$ cat src/rtl/fp_issue_arbiter.sv
// Round-robin issue arbiter for the shared FP pipeline: grants one thread a
// multi-subcycle burst, tracks per-thread bursts in flight, honours rollbacks.
package fp_issue_pkg;
  typedef enum logic [1:0] {
    PIPE_INT = 2'd0,
    PIPE_MEM = 2'd1,
    PIPE_FP  = 2'd2,
    PIPE_BR  = 2'd3
  } pipeline_sel_t;

  typedef logic [3:0] subcycle_t;
endpackage

module fp_issue_arbiter
  import fp_issue_pkg::*;
#(
  parameter int NUM_THREADS  = 4,
  parameter int MAX_INFLIGHT = 2,
  localparam int TW = $clog2(NUM_THREADS),
  localparam int CW = $clog2(MAX_INFLIGHT + 1)
) (
  input  logic                              clk,
  input  logic                              reset,
  input  logic [NUM_THREADS-1:0]            ts_fp_request,
  input  logic [NUM_THREADS-1:0][3:0]       ts_fp_num_subcycles,
  input  logic                              wb_rollback_en,
  input  logic [TW-1:0]                     wb_rollback_thread_idx,
  input  pipeline_sel_t                     wb_rollback_pipeline,
  input  logic                              fx_done_en,
  input  logic [TW-1:0]                     fx_done_thread_idx,
  output logic                              fp_issue_valid,
  output logic [TW-1:0]                     fp_issue_thread_idx,
  output subcycle_t                         fp_issue_subcycle,
  output logic                              fp_issue_last,
  output logic [NUM_THREADS-1:0]            fp_ack
);

  typedef enum logic {IDLE, BURST} state_t;

  state_t                          state_q, state_d;
  logic [TW-1:0]                   last_q, last_d;
  logic [TW-1:0]                   thread_q, thread_d;
  subcycle_t                       len_q, len_d;
  subcycle_t                       sub_q, sub_d;
  logic [NUM_THREADS-1:0][CW-1:0]  inflight_q;

  logic                            rb_mem;
  logic                            rb_burst;
  logic [NUM_THREADS-1:0]          eligible;
  logic                            grant_valid;
  logic [TW-1:0]                   grant_idx;
  logic [TW-1:0]                   cand;

  assign rb_mem   = wb_rollback_en && (wb_rollback_pipeline == PIPE_MEM);
  assign rb_burst = (state_q == BURST) && rb_mem && (wb_rollback_thread_idx == thread_q);

  // NOTE: every signal driven from always_comb gets a default before any branch,
  // otherwise a missed path infers a latch.
  always_comb begin : eligibility
    eligible = '0;
    for (int i = 0; i < NUM_THREADS; i++) begin
      eligible[i] = ts_fp_request[i]
                 && (inflight_q[i] < CW'(MAX_INFLIGHT))
                 && !(rb_mem && (wb_rollback_thread_idx == TW'(i)));
    end
  end

  // Search order starts one past the last winner and wraps through it.
  always_comb begin : arbitrate
    grant_valid = 1'b0;
    grant_idx   = '0;
    cand        = '0;
    for (int k = 1; k <= NUM_THREADS; k++) begin
      cand = last_q + TW'(k);
      if (!grant_valid && eligible[cand]) begin
        grant_valid = 1'b1;
        grant_idx   = cand;
      end
    end
  end

  always_comb begin : next_state
    state_d  = state_q;
    last_d   = last_q;
    thread_d = thread_q;
    len_d    = len_q;
    sub_d    = sub_q;
    case (state_q)
      IDLE: begin
        if (grant_valid) begin
          last_d   = grant_idx;
          thread_d = grant_idx;
          len_d    = ts_fp_num_subcycles[grant_idx];
          sub_d    = subcycle_t'(1);
          if (ts_fp_num_subcycles[grant_idx] != 4'd0) state_d = BURST;
        end
      end
      BURST: begin
        if (rb_burst || (sub_q == len_q)) state_d = IDLE;
        else                              sub_d   = sub_q + subcycle_t'(1);
      end
      default: state_d = IDLE;
    endcase
  end

  always_comb begin : outputs
    fp_issue_valid      = 1'b0;
    fp_issue_thread_idx = '0;
    fp_issue_subcycle   = '0;
    fp_issue_last       = 1'b0;
    fp_ack              = '0;
    if (!reset) begin
      if (state_q == IDLE && grant_valid) begin
        fp_issue_valid      = 1'b1;
        fp_issue_thread_idx = grant_idx;
        fp_issue_last       = (ts_fp_num_subcycles[grant_idx] == 4'd0);
        fp_ack[grant_idx]   = fp_issue_last;
      end else if (state_q == BURST && !rb_burst) begin
        fp_issue_valid      = 1'b1;
        fp_issue_thread_idx = thread_q;
        fp_issue_subcycle   = sub_q;
        fp_issue_last       = (sub_q == len_q);
        fp_ack[thread_q]    = fp_issue_last;
      end
    end
  end

  // NOTE: state registers use non-blocking assignments so every flop samples
  // pre-edge values regardless of statement order.
  always_ff @(posedge clk) begin
    if (reset) begin
      state_q    <= IDLE;
      last_q     <= TW'(NUM_THREADS - 1);
      thread_q   <= '0;
      len_q      <= '0;
      sub_q      <= '0;
      // NOTE: the counter array is tiny flop storage whose value gates
      // eligibility, so it is reset like any other state.
      inflight_q <= '0;
    end else begin
      state_q  <= state_d;
      last_q   <= last_d;
      thread_q <= thread_d;
      len_q    <= len_d;
      sub_q    <= sub_d;
      for (int i = 0; i < NUM_THREADS; i++) begin
        if ((state_q == IDLE) && grant_valid && (grant_idx == TW'(i))
            && !(fx_done_en && fx_done_thread_idx == TW'(i))) begin
          if (inflight_q[i] != CW'(MAX_INFLIGHT)) inflight_q[i] <= inflight_q[i] + CW'(1);
        end else if (fx_done_en && (fx_done_thread_idx == TW'(i))
                     && !((state_q == IDLE) && grant_valid && (grant_idx == TW'(i)))) begin
          if (inflight_q[i] != '0) inflight_q[i] <= inflight_q[i] - CW'(1);
        end
      end
    end
  end

`ifndef SYNTHESIS
  a_done_underflow: assert property (@(posedge clk) disable iff (reset)
    !(fx_done_en && inflight_q[fx_done_thread_idx] == '0));
  a_request_held: assert property (@(posedge clk) disable iff (reset)
    (state_q == BURST) |-> ts_fp_request[thread_q]);
`endif

endmodule

$ cat config.mk
export PLATFORM = sky130hd
export DESIGN_NAME = fp_issue_arbiter
export DESIGN_NICKNAME = d
export VERILOG_FILES = /design/src/rtl/fp_issue_arbiter.sv
export SDC_FILE = /design/constraint.sdc
export NUM_CORES = 1
export LEC_CHECK = 0
export ABC_AREA = 1
export CORE_ASPECT_RATIO = 0.9
export CORE_MARGIN = 4
export CORE_UTILIZATION = 35
export CTS_BUF_LIST = sky130_fd_sc_hd__clkbuf_2 sky130_fd_sc_hd__clkbuf_4 sky130_fd_sc_hd__clkbuf_8
export DETAILED_ROUTE_END_ITERATION = 10
export DONT_BUFFER_PORTS = 1
export PLACE_DENSITY = 0.6
export RECOVER_POWER = 25
export SYNTH_ARGS = -nofsm -noshare
export SYNTH_HDL_FRONTEND = slang
export SYNTH_SLANG_ARGS = --single-unit
$ cat constraint.sdc
create_clock -name clk -period 2.6 [get_ports clk]
set_clock_uncertainty 0.1 [all_clocks]
set_input_delay 0.26 -clock clk [delete_from_list [all_inputs] [get_ports clk]]
set_output_delay 0.26 -clock clk [all_outputs]
set_load 0.01 [all_outputs]
Word level (Yosys, flattened, before mapping)
Cells that the tools add are included.

$add $sub $neg: 12. $lt $le $gt $ge: 12. Equality and inequality tests: 22. Muxes and demuxes: 60. Bitwise logic cells: 3. Reductions and logical operators: 78.

Operators by type and width (count): 2-bit two-way mux (23); 1-bit logical AND (38); 4-bit two-way mux (9); 2-bit nonzero test (12); 1-bit two-way mux (19); 2-bit by 3-bit < comparator with 1-bit output, second input constant (6); 1-bit zero test (16); 2-bit == test, second input constant (6); 2-bit inequality test, second input constant (6); 3-bit AND reduction (4); 2-bit by 1-bit adder with 2-bit output, second input constant (5); 4-bit AND (2); 1-bit binary-select mux with 2-bit select (4); 4-bit binary-select mux with 2-bit select (1); 2-bit by 1-bit == test with 1-bit output, second input constant (4); 2-bit < comparator, second input constant (4); 2-bit by 1-bit inequality test with 1-bit output, second input constant (4); 4-bit one-hot mux with 2 select lines (1); 2-bit by 1-bit subtractor with 2-bit output, second input constant (4); 2-bit zero test (3); 2-bit adder, second input constant (2); 4-bit by 1-bit adder with 4-bit output, second input constant (1); 1-bit demux with 2-bit select (2); 4-bit == test (1); other kinds (8) (10).

Register bits: 21. Input port bits: 30. Output and inout port bits: 12. Word-level logic and storage cells: 196.

Depth between registers and ports, before layout
Word-level depth: 24. Mapped depth: 21. Gate-level depth less buffers: 21.

Least setup slack after synthesis
No wires, ideal clock.

Path kind: register -> register. From: register last_q[0]. To: register inflight_q[7] in the netlist's numbering. Setup time: 0.132 ns. Data arrival time: 2.199 ns. Required time: 2.368 ns. Path slack: 0.169 ns. Cell stages (with the launch flop): 18. Buffers on the path: 2. Period minus slack after synthesis: 2.431 ns. Cell sequence: dfxtp_1 -> buf_6 -> xnor2_2 -> inv_2 -> o21ai_2 -> nand4_2 -> buf_6 -> nand2_4 -> inv_1 -> nand3_1 -> nor2_1 -> ha_1 -> xor2_1 -> inv_1 -> nor2_1 -> nor2_1 -> nand2_1 -> a21oi_1.

Word-level cells in the longest chain between the ends: 19. Elaborated cells on any way between the ends: 36. Classes of those cells: add/sub (3); eq/ne (2); mux (17); reduce/logical (14).

Ends and longest elaborated chain: start, declared (line 41) `logic [TW-1:0] last_q, last_d;`; start signal, assigned (line 133) `last_q <= TW'(NUM_THREADS - 1);`; start signal, assigned (line 142) `last_q <= last_d;`; 2-bit by 1-bit adder with 2-bit output (line 74) `cand = last_q + TW'(k);`; 1-bit binary-select mux with 2-bit select (line 75) `if (!grant_valid && eligible[cand]) begin`; 1-bit two-way mux (implied by the code) (line 75); 1-bit two-way mux (line 75); 1-bit zero test (line 75); 1-bit logical AND (line 75); 1-bit two-way mux (line 75); 1-bit zero test (line 75); [... 3 more ...]; 1-bit logical AND (line 75); 2-bit two-way mux / 1-bit two-way mux (equally long branches) (line 75); 2-bit == test / 1-bit logical AND (equally long branches) (line 147, 151); 1-bit logical AND * (line 147, 151); 1-bit zero test (line 151) `&& !((state_q == IDLE) && grant_valid && (grant_idx == TW'(i)))) begin`; 1-bit logical AND (line 151); 2-bit nonzero test (no line); 3-bit AND reduction (no line); end signal, assigned (line 139) `inflight_q <= '0;`; end, declared (line 45) `logic [NUM_THREADS-1:0][CW-1:0] inflight_q;`.

Every way passes the cells marked *; elsewhere a longest branch is shown, timed or not. The select of a mux whose other input is x is not followed. A chain may end at the register's enable or synchronous reset.

Worst setup path in the final report
From: register last_q[0]. To: output port fp_ack[1].

Word-level cells in the longest chain between the ends: 20. Elaborated cells on any way between the ends: 37. Classes of those cells: add/sub (3); order compare (2); mux (22); bitwise (1); reduce/logical (9).

Ends and longest elaborated chain: 2-bit by 1-bit adder with 2-bit output (line 74); 1-bit binary-select mux with 2-bit select (line 75); 1-bit two-way mux (implied by the code) (line 75); 1-bit two-way mux (line 75); 1-bit zero test (line 75); 1-bit logical AND (line 75); 1-bit two-way mux (line 75); 1-bit zero test (line 75); [... 4 more ...]; 2-bit two-way mux (line 75); 2-bit by 3-bit < comparator with 1-bit output (implied by the code) / 2-bit by 1-bit >= comparator with 1-bit output (equally long branches) (line 117) `fp_ack[grant_idx] = fp_issue_last;`; 1-bit logical AND (implied by the code) (line 117); 1-bit two-way mux (implied by the code) (line 117); 1-bit demux with 2-bit select (line 117); 4-bit AND (no line); 4-bit two-way mux * (line 113) `if (state_q == IDLE && grant_valid) begin`; 4-bit two-way mux * (line 112) `if (!reset) begin`; end, declared (line 35) `output logic [NUM_THREADS-1:0] fp_ack`.

Marks and branches as above.

==> impl_results.md <==
* WP data arrival at between 2 and 2.5 ns
* Worst-path clk slew at approximately 0.080 ns
* EDFF count, synth at 0
* Pre-CTS setup slack at -0.06208 ns
* Synth warnings at 0
* Placer Congestion at 0.9029
* Clock latency on the worst-skew pair at between 0.2 and 0.3 ns
* Max-cap violation count at 0
* Post-layout util at 0.4751
* Initial antenna violation count at 0
* Gr ovfl total at 0
* Final hold vios at 0
* Nets at 345
* Vias in the first global route at 1828
* Fin crit period at 2.755 ns
* Period Utilization, post-route at 1.060
* Mapped Cells at 284
* Non-Filler Instances at 374
* # DRC at 0
* Post-synth top area share at 0.2375
* Failing checks: negative setup slack
* Netlist Area Pre-Place at 1770 sq um
* Critical Path Start Type: register
* Ranking of synthesized cells by area: dfxtp_1 24%, nand2_1 15%, nand3_1 7.1%
* 1st-iter DRT viols at 57
* Main flop type after synthesis: dfxtp_1
* Root Buffer: clkbuf_8
* Critical path fanouts, max at 7
* Leading area contributor after synthesis: dfxtp_1
* GRT Overall Usage at 0.1617
* Final Max Slew Viols at 0
* TritonCTS buffer count at 3
* Area grow syn2layout at 30.53%
* Maximum VDD drop at 586.7 uV
* R2R Setup Slk at -0.04 ns
* Routed length per instance at 13.31 um
* Leakage power at 0.0009982 uW
* Worst hold-check path type: primary input to register
* RSZ-0062 raised after global routing: true
* Placed wire-length estimate at ~3.8 mm
* Hold Path Depth at 3
* R2r endpoint: inflight_q[7]
* Critical path type: register to primary output
* Setup Total Neg Slack at -0.6531 ns
* Critical Path Sink Type: primary output
* Register bit count reported by yosys at 21
* Post-synth top cells: 71 x nand2_1, 33 x nor2_1, 32 x inv_1
* # setup viols final at 7
* Measured slew at the worst slew-check pin at 0.5225 ns
* Syn nets at 319
* Share of async-settable or async-resettable flops after synthesis at 0
* Port Buffer Count at 0
* Antenna Cells at 0
* Syn_area_per_cell at 6.234 sq um
* DP Cell Count at 360
* Power per cell area at ~1500 nW/um^2
* Reg-to-Reg Start: last_q[0]
* Core Footprint at a little under 5000 sq um
* Chip Width at 82.97 um
* Final worst slack at -0.1550 ns
* Post-route ant nets at 0
* Cell variety after synth at 33
* Pin count of the biggest net entering global routing at 15
* Row count at 24
* First-pass GRT wire length at 8.342 mm
* Most frequent cell after synthesis: nand2_1
* Highest Clock Rate at 363.0 MHz
* Ports at 42
* HP Start: reset
* Required time worst endpoint at roughly 2.2 ns
* Worst Reg2Reg Path Length in Cells at 17
* H-tree depth at 1
* Via count at 1897
* Starting Density at 0.3639
* Clk sinks at 21
* Worst slew margin relative to its limit at 0.6484
* Sequential fraction of the synthesis area at 0.2375
* CTS tree: done
* CTS Buffer Depth at 2
* WL final at 4.978 mm
* Die area at about 6300 sq um
* Hold worst-path end: len_q[2]
* Outcome: complete, but fails checks
* Chip Height at 75.47 um
* DRT Pass-1 Iters at 4
* Layout cells sized above 1 at 0.3010
* Vias per inst at 5.072
## logic make-up (layout without fill, tap and decap cells)
logic type                 after synthesis  count (layout)  share of synthesized area
xor gates and xnor gates                 7               7                    0.03887
buffers and inverters                   42              66                    0.09965
and+or+nand+nor                        168             169                     0.4544
adders and majority gates                5               5                    0.03534
AOI/OAI and AO/OA                       41              41                     0.1343
DFF                                     21              21                     0.2375
## critical path, cell delays in order, from the launching register on
cell,delay [ns]
dfxtp_4,0.45
xnor2_4,0.15
inv_4,0.08
o21ai_4,0.20
and2_4,0.19
nand2_1,0.06
nand2_2,0.08
o21ai_4,0.09
buf_6,0.13
nand2_1,0.07
nand2_2,0.08
nor2_4,0.19
nand3_2,0.10
a21oi_2,0.15
buf_4,0.13
## sequential cells by signal, summed over array words and instances, names as in the netlist
name,flops
thread_q,2
len_q,4
inflight_q,8
sub_q,4
last_q,2
state_q,1
## how the worst max path moves through the flow
stage	endpoint	slack [ns]	start
after global placement	inflight_q[5]	-0.04	wb_rollback_en
after global routing	fp_ack[1]	-0.34	last_q[0]
after floorplan	inflight_q[7]	0.17	last_q[0]
after CTS	fp_ack[1]	-0.12	last_q[0]
after detailed placement	inflight_q[5]	-0.06	last_q[0]
final	fp_ack[1]	-0.15	last_q[0]
## final cells by class
cell class / count / area [sq um]
multi-input cells: 222 / 1403
flip-flops and latches: 21 / 426.7
inverters: 36 / 145.1
repair buffers: 26 / 209.0
clock inverters: 1 / 5.005
fillers: 535 / 2554
clock buffers: 3 / 41.29
well taps: 65 / 81.33
## report_power, final
group	switching, uW	internal, uW
Combinational	1600	1070
Clock	114	107
Sequential	105	418
Total	1820	1600
## stage by stage
stage / hold WS (ns) / instance area [sq um] / total power (uW)
2_1_floorplan: 0.3533 / 1770 / 2081
3_3_place_gp: 0.2331 / 1941 / 2578
3_5_place_dp: 0.2335 / 1941 / 2586
4_1_cts: 0.09360 / 2212 / 3158
5_1_grt: 0.1390 / 2311 / 3762
6_report: 0.09352 / 2311 / 3414
## cells in the final DEF (no fill, tap or decap), drive strengths merged, types with 2 or more instances in the layout
master | Yosys | routed
inv | 36 | 36
ha | 5 | 5
o211ai | 3 | 3
xor2 | 5 | 5
xnor2 | 2 | 2
a31oi | 3 | 3
a21oi | 19 | 19
nor3 | 9 | 9
buf | 3 | 24
nand3 | 29 | 30
clkbuf | 3 | 4
nand2 | 79 | 79
nand4 | 12 | 12
o21ai | 14 | 14
nor2 | 37 | 37
dfxtp | 21 | 21
## per-layer routing
| layer | routed length, um | up-vias | part of all wire | GRT usage |
|---|---|---|---|---|
| met2 | 2253 | 41 | 0.45 | 0.2802 |
| met3 | 319 | 0 | 0.064 | 0.04757 |
| li1 | - | 993 | - | - |
| met1 | 2406 | 863 | 0.48 | 0.2072 |
| met4 | 0 | 0 | 0 | 0.02359 |
| met5 | 0 | - | 0 | 0 |
## repair_timing
action	4_1_cts	5_1_grt
setup buffers	4	4
hold endpoints to repair	8	0
pin swaps	13	14
cloned	1	0
hold buffers	1	0
endpoints found under the setup margin	12	12
gates resized for setup	43	18
Power figures use the tool's default switching activity.
